--- src/rtl/fetch_unit.sv ---
// Instruction-fetch stage: PC, synchronous imem reads, stall hold buffer
// and branch/jump redirect with a registered IF/ID flush.
module fetch_unit #(
    parameter int                     PC_WIDTH    = 8,
    parameter int                     INSTR_WIDTH = 32,
    parameter logic [PC_WIDTH-1:0]    RESET_PC    = '0,
    parameter logic [INSTR_WIDTH-1:0] NOP_INSTR   = '0
) (
    input  logic                   clk,
    input  logic                   rst,
    input  logic                   stall,
    input  logic                   redirect_valid,
    input  logic [PC_WIDTH-1:0]    redirect_pc,
    output logic                   imem_req,
    output logic [PC_WIDTH-1:0]    imem_addr,
    input  logic [INSTR_WIDTH-1:0] imem_rdata,
    output logic                   out_valid,
    output logic [INSTR_WIDTH-1:0] out_instr,
    output logic [PC_WIDTH-1:0]    out_pc,
    output logic                   flush
);

    typedef enum logic [1:0] {
        IDLE,
        RUN,
        HOLD
    } state_t;

    state_t state;
    state_t state_next;

    logic [PC_WIDTH-1:0]    pc;
    logic [PC_WIDTH-1:0]    fetch_pc;
    logic [PC_WIDTH-1:0]    hold_pc;
    logic [INSTR_WIDTH-1:0] hold_instr;
    logic                   issue;
    logic                   capture;

    always_comb begin
        issue      = !rst && !redirect_valid && !stall;
        // Stalled with read data arriving: park it so it is not lost.
        capture    = !rst && !redirect_valid && stall && (state == RUN);
        state_next = state;
        if (redirect_valid) begin
            state_next = IDLE;
        end else if (issue) begin
            state_next = RUN;
        end else if (capture) begin
            state_next = HOLD;
        end

        imem_req  = issue;
        imem_addr = pc;

        out_valid = 1'b0;
        out_instr = NOP_INSTR;
        out_pc    = '0;
        if (!rst) begin
            unique case (state)
                RUN: begin
                    out_valid = 1'b1;
                    out_instr = imem_rdata;
                    out_pc    = fetch_pc + PC_WIDTH'(1);
                end
                HOLD: begin
                    out_valid = 1'b1;
                    out_instr = hold_instr;
                    out_pc    = hold_pc;
                end
                default: begin
                end
            endcase
        end
    end

    always_ff @(posedge clk) begin
        if (rst) begin
            state <= IDLE;
        end else begin
            state <= state_next;
        end
    end

    always_ff @(posedge clk) begin
        if (rst) begin
            pc         <= RESET_PC;
            fetch_pc   <= '0;
            hold_pc    <= '0;
            hold_instr <= '0;
            flush      <= 1'b0;
        end else begin
            flush <= redirect_valid;
            if (redirect_valid) begin
                pc <= redirect_pc;
            end else if (issue) begin
                fetch_pc <= pc;
                pc       <= pc + PC_WIDTH'(1);
            end
            if (capture) begin
                hold_instr <= imem_rdata;
                hold_pc    <= fetch_pc + PC_WIDTH'(1);
            end
        end
    end

endmodule

--- config.mk ---
export PLATFORM = sky130hd
export DESIGN_NAME = fetch_unit
export DESIGN_NICKNAME = d
export VERILOG_FILES = /design/src/rtl/fetch_unit.sv
export SDC_FILE = /design/constraint.sdc
export NUM_CORES = 1
export LEC_CHECK = 0
export BUFFER_PORTS_ARGS = -buffer_cell sky130_fd_sc_hd__buf_4
export CAP_MARGIN = 20
export CORE_ASPECT_RATIO = 2
export CORE_MARGIN = 2
export CORE_UTILIZATION = 51
export CTS_BUF_LIST = sky130_fd_sc_hd__clkbuf_8 sky130_fd_sc_hd__clkbuf_16
export CTS_CLUSTER_DIAMETER = 30
export DETAILED_ROUTE_END_ITERATION = 16
export HOLD_SLACK_MARGIN = 0.1
export PLACE_DENSITY = 0.82
export SLEW_MARGIN = 0
export SYNTH_ARGS = -nofsm -noshare
export SYNTH_HDL_FRONTEND = slang
export SYNTH_SLANG_ARGS = --single-unit
--- constraint.sdc ---
create_clock -name clk -period 1.6 [get_ports clk]
set_input_delay 0.16 -clock clk [delete_from_list [all_inputs] [get_ports clk]]
set_output_delay 0.16 -clock clk [all_outputs]
set_load 0.02 [all_outputs]
## Word-level counts from Yosys, hierarchy flattened

Index checks and enable logic that the tools add are counted.

| word-level totals | value |
|---|---|
| output and inout port bits | 51 |
| input port bits | 44 |
| flip-flop bits (word level) | 59 |

| cells by class | value |
|---|---|
| mux-type cells | 10 |
| reductions and logical operators | 13 |
| equality and inequality tests | 2 |
| add/subtract/negate cells | 2 |
| bitwise operators | 1 |

Operators by type and width:

| cell | count |
|---|---|
| $pmux W32 S2 | 1 |
| $mux W32 | 1 |
| $mux W8 | 3 |
| $add A8 B1 Y8 const B | 2 |
| $pmux W8 S2 | 1 |
| $logic_and A1 B1 Y1 | 4 |
| $mux W1 | 4 |
| $reduce_bool A2 Y1 | 2 |
| $reduce_or A2 Y1 | 2 |
| $logic_not A1 Y1 | 3 |
| $reduce_or A3 Y1 | 1 |
| $eq A2 B1 Y1 const B | 1 |
| $eq A2 B2 Y1 const B | 1 |
| $reduce_and A2 Y1 | 1 |
| $not A1 Y1 | 1 |

## Longest topological paths before layout

| depth | value |
|---|---|
| depth in word-level cells | 6 |
| depth in mapped cells | 8 |
| depth with buffers taken out | 6 |

## Worst setup path after synthesis

No wires, ideal clock.

| timing | value |
|---|---|
| path type | register to output |
| from | register state[0] |
| to | output port out_pc[7] |
| stages on the path, launching flop included | 7 |
| required time | 1,440 ps |
| arrival | 1,585 ps |
| buffers on the path | 0 |
| setup slack | -145 ps |
| cells stage by stage | dfxtp_1 -> inv_1 -> ha_1 -> or2_1 -> clkinv_1 -> nand2_1 -> o21ai_0 |

| on the way | value |
|---|---|
| longest elaborated chain between the ends | 3 |
| elaborated cells on any way between the ends | 4 |
| those cells by class | eq/ne (2); mux (2) |

RTL lines:

| what | line | source |
|---|---|---|
| start: declaration | 29 | `state_t state;` |
| start signal: assignment | 80 | `state <= state_next;` |
| $eq A2 B2 Y1 / $eq A2 B1 Y1 (equally long branches) | 59 | `unique case (state)` |
| $pmux W8 S2 (*) | 59 |  |
| $mux W8 (*) | 58 | `if (!rst) begin` |
| end: declaration | 19 | `output logic [PC_WIDTH-1:0] out_pc,` |

Every way passes the cells marked *; elsewhere a longest branch is shown, timed or not.

## Final worst setup path

| timing | value |
|---|---|
| from | register state[0] |
| to | output port out_instr[22] |

| on the way | value |
|---|---|
| longest elaborated chain between the ends | 3 |
| elaborated cells on any way between the ends | 4 |
| those cells by class | eq/ne (2); mux (2) |

RTL lines:

| what | line | source |
|---|---|---|
| $eq A2 B2 Y1 / $eq A2 B1 Y1 (equally long branches) | 59 |  |
| $pmux W32 S2 (*) | 59 |  |
| $mux W32 (*) | 58 |  |
| end: declaration | 18 | `output logic [INSTR_WIDTH-1:0] out_instr,` |

Marked as above.

==> results.sh <==
export IMPL_outcome="complete, but fails checks"
export IMPL_violations="negative setup slack"
export IMPL_avgSynthCellArea_sq_um=7.86
export IMPL_clk_pin_slew_worst_paths_ns=0.05
export IMPL_synth_cell_types=39
export IMPL_die_y_um=113
export IMPL_fin_ws_ns=-0.314
export IMPL_rr_startpoint="state[0]"
export IMPL_worstPathMaxFanout=35
export IMPL_ir_drop_mv=0.910
export IMPL_diodes=0
export IMPL_power_leakage_nw=1.76
export IMPL_drc=0
export IMPL_die_w_um=58.5
export IMPL_grt_pass1_vias=3110
export IMPL_fin_worst_skew_ns=0.00524
export IMPL_clock_sinks=59
export IMPL_rsz0062_at_grt="true"
export IMPL_cts_tree="done"
export IMPL_setup_violations_final=41
export IMPL_r2r_end="hold_pc[1]"
export IMPL_numPortBuffers=94
export IMPL_clock_path_buffers=2
export IMPL_ios=95
export IMPL_drt_iter0_drc=172
export IMPL_tightest_slew_ns=0.282
export IMPL_synth_warnings=0
export IMPL_cp_startpoint="state[0]"
export IMPL_h_tree_depth=3
export IMPL_core_area_sq_um=5710
export IMPL_drv_cap=0
export IMPL_hold_path_depth=3
export IMPL_syn_num_nets=433
export IMPL_r2r_cells=7
export IMPL_routed_wl_um=8920
export IMPL_finalHoldViolations=0
export IMPL_mostFrequentLayoutCell="buf_4"
export IMPL_ys_seq_elements=59
export IMPL_vias=3184
export IMPL_crit_required_ns=1.44
export IMPL_start_util_pct=53.0
export IMPL_clock_latency_ns=0.33
export IMPL_arrival_ns=1.75
export IMPL_grt_overflow_total=0
export IMPL_post_route_period_util_pct=120
export IMPL_p_per_area_nw_per_um2=831
export IMPL_area_growth_pct=48.3
export IMPL_postRouteAntennaNets=0
export IMPL_synth_top_area_share_pct=39.0
export IMPL_hold_path_class="input pin to register"
export IMPL_syn_inst=385
export IMPL_syn_cell_area_sq_um=3030
export IMPL_dieArea_sq_um=6610
export IMPL_reg2reg_slack_ns=0.09
export IMPL_place_congestion=0.822
export IMPL_grt_max_degree=37
export IMPL_pre_cts_ws_ns=-0.104
export IMPL_tns_ns=-9.91
export IMPL_layout_common_cells="105 x buf_4, 77 x nand2_1, 55 x dfxtp_1, 52 x nor2_1, 34 x a22oi_1"
export IMPL_hp_start="imem_rdata[6]"
export IMPL_wl_per_cell_um=15.7
export IMPL_grt_pass1_wl_um=13900
export IMPL_fin_crit_ns=1.91
export IMPL_antenna_found_initial=0
export IMPL_slew_headroom_pct=81.1
export IMPL_cp_start_kind="register"
export IMPL_cts_root_buf="clkbuf_16"
export IMPL_drive_gt1_share_pct=34.1
export IMPL_drv_slew=0
export IMPL_place_inst=526
export IMPL_dp_hpwl_um=5680
export IMPL_power_total_mw=3.73
export IMPL_synth_top_area_cell="dfxtp_1"
export IMPL_numCtsBuffers=9
export IMPL_track_usage_pct=26.9
export IMPL_synth_area_leaders="dfxtp_1 39%, nand2_1 9.7%, a22oi_1 8.9%"
export IMPL_placementRows=39
export IMPL_drtPass1Iterations=4
export IMPL_seq_area_frac_synth_pct=39.0
export IMPL_path_class="register to output port"
export IMPL_viasPerCell=5.60
export IMPL_finalNonFillerCells=569
export IMPL_nets=551
export IMPL_worstSetupEndpoint="out_instr[22]"
export IMPL_max_freq_mhz=522
export IMPL_end_kind="output port"
==> worst max-delay path, stage by stage, from the launching register on <==
cell	delay, ns
dfxtp_2	0.34
inv_2	0.05
ha_4	0.20
or2_4	0.26
buf_6	0.20
nor2_1	0.18
buf_4	0.17
==> cell usage after synthesis, drive strengths merged <==
| cell | instances |
|---|---|
| a211oi | 4 |
| a21oi | 40 |
| a22oi | 36 |
| and2 | 1 |
| and3 | 5 |
| buf | 19 |
| clkbuf | 13 |
| clkinv | 1 |
| dfxtp | 59 |
| ha | 4 |
| inv | 4 |
| mux2i | 6 |
| nand2 | 78 |
| nand2b | 7 |
| nand3 | 10 |
| nand3b | 1 |
| nand4 | 2 |
| nand4b | 3 |
| nor2 | 57 |
| nor2b | 2 |
| nor3 | 5 |
| o211ai | 2 |
| o21a | 2 |
| o21ai | 9 |
| o2bb2ai | 1 |
| or2 | 1 |
| xnor2 | 6 |
| xor2 | 7 |
==> area by class of cell <==
class                      instances  area [sq um]
clock buffer                      10           239
clock inverter                     6          41.3
fill                             379          1220
inverter                           5          23.8
multi-input combinational        289          1720
sequential                        59          1190
tap                               61          76.3
timing repair buffer             138          1190
timing repair inverter             1          16.3
==> state kept, by name (all words and copies together), names as in the netlist <==
name and count:
fetch_pc 8, hold_instr 32, state 2, hold_pc 8
imem_addr 8, flush 1
==> metrics by stage <==
step,hold slack (ns),instance area [sq um],utilization (%)
after floorplan,0.296,3030,-
after global placement,0.392,3790,66.4
after detailed placement,0.406,3790,66.4
after CTS,0.100,4420,77.5
after global routing,0.106,4490,78.6
final,0.0988,4490,78.6
==> worst min path at each step <==
stage,to,slack (ns)
after CTS,hold_instr[27],0.10
after global placement,imem_addr[1],0.39
after floorplan,hold_instr[10],0.30
final,hold_instr[6],0.1
after global routing,hold_instr[17],0.11
after detailed placement,imem_addr[2],0.41
==> cell families (layout without fill, tap and decap cells) <==
group | Yosys count | after routing | share of synthesized area [%]
buffers and inverters | 37 | 160 | 7.44
DFF | 59 | 59 | 39.0
muxes | 6 | 6 | 1.98
xor gates and xnor gates | 13 | 13 | 3.76
AOI/OAI and AO/OA | 94 | 94 | 20.8
adders and majority gates | 4 | 4 | 1.65
and+or+nand+nor | 172 | 172 | 25.3
==> power breakdown <==
part | total, mW | internal [mW] | switching, mW
Combinational | 0.454 | 0.230 | 0.224
Sequential | 1.54 | 1.50 | 0.0338
Clock | 1.74 | 1.08 | 0.658
==> per-layer routing <==
metal	share of wire [%]	vias to the layer above	track usage, %	wire length [um]
met5	0	-	0	0
met2	57	118	49.8	5100
met4	3.8	0	13.6	335
li1	-	1544	-	-
met1	34	1494	26.6	2990
met3	5.6	28	6.06	496
==> repair_timing <==
action | 4_1_cts | 5_1_grt
hold buffers | 20 | 1
hold endpoints to repair | 20 | 1
endpoints found under the setup margin | 41 | 42
pin swaps | 5 | 4
buffers inserted | 4 | 1
gates cloned | 1 | 1
resized for setup | 28 | 7
Power figures use the tool's default switching activity.
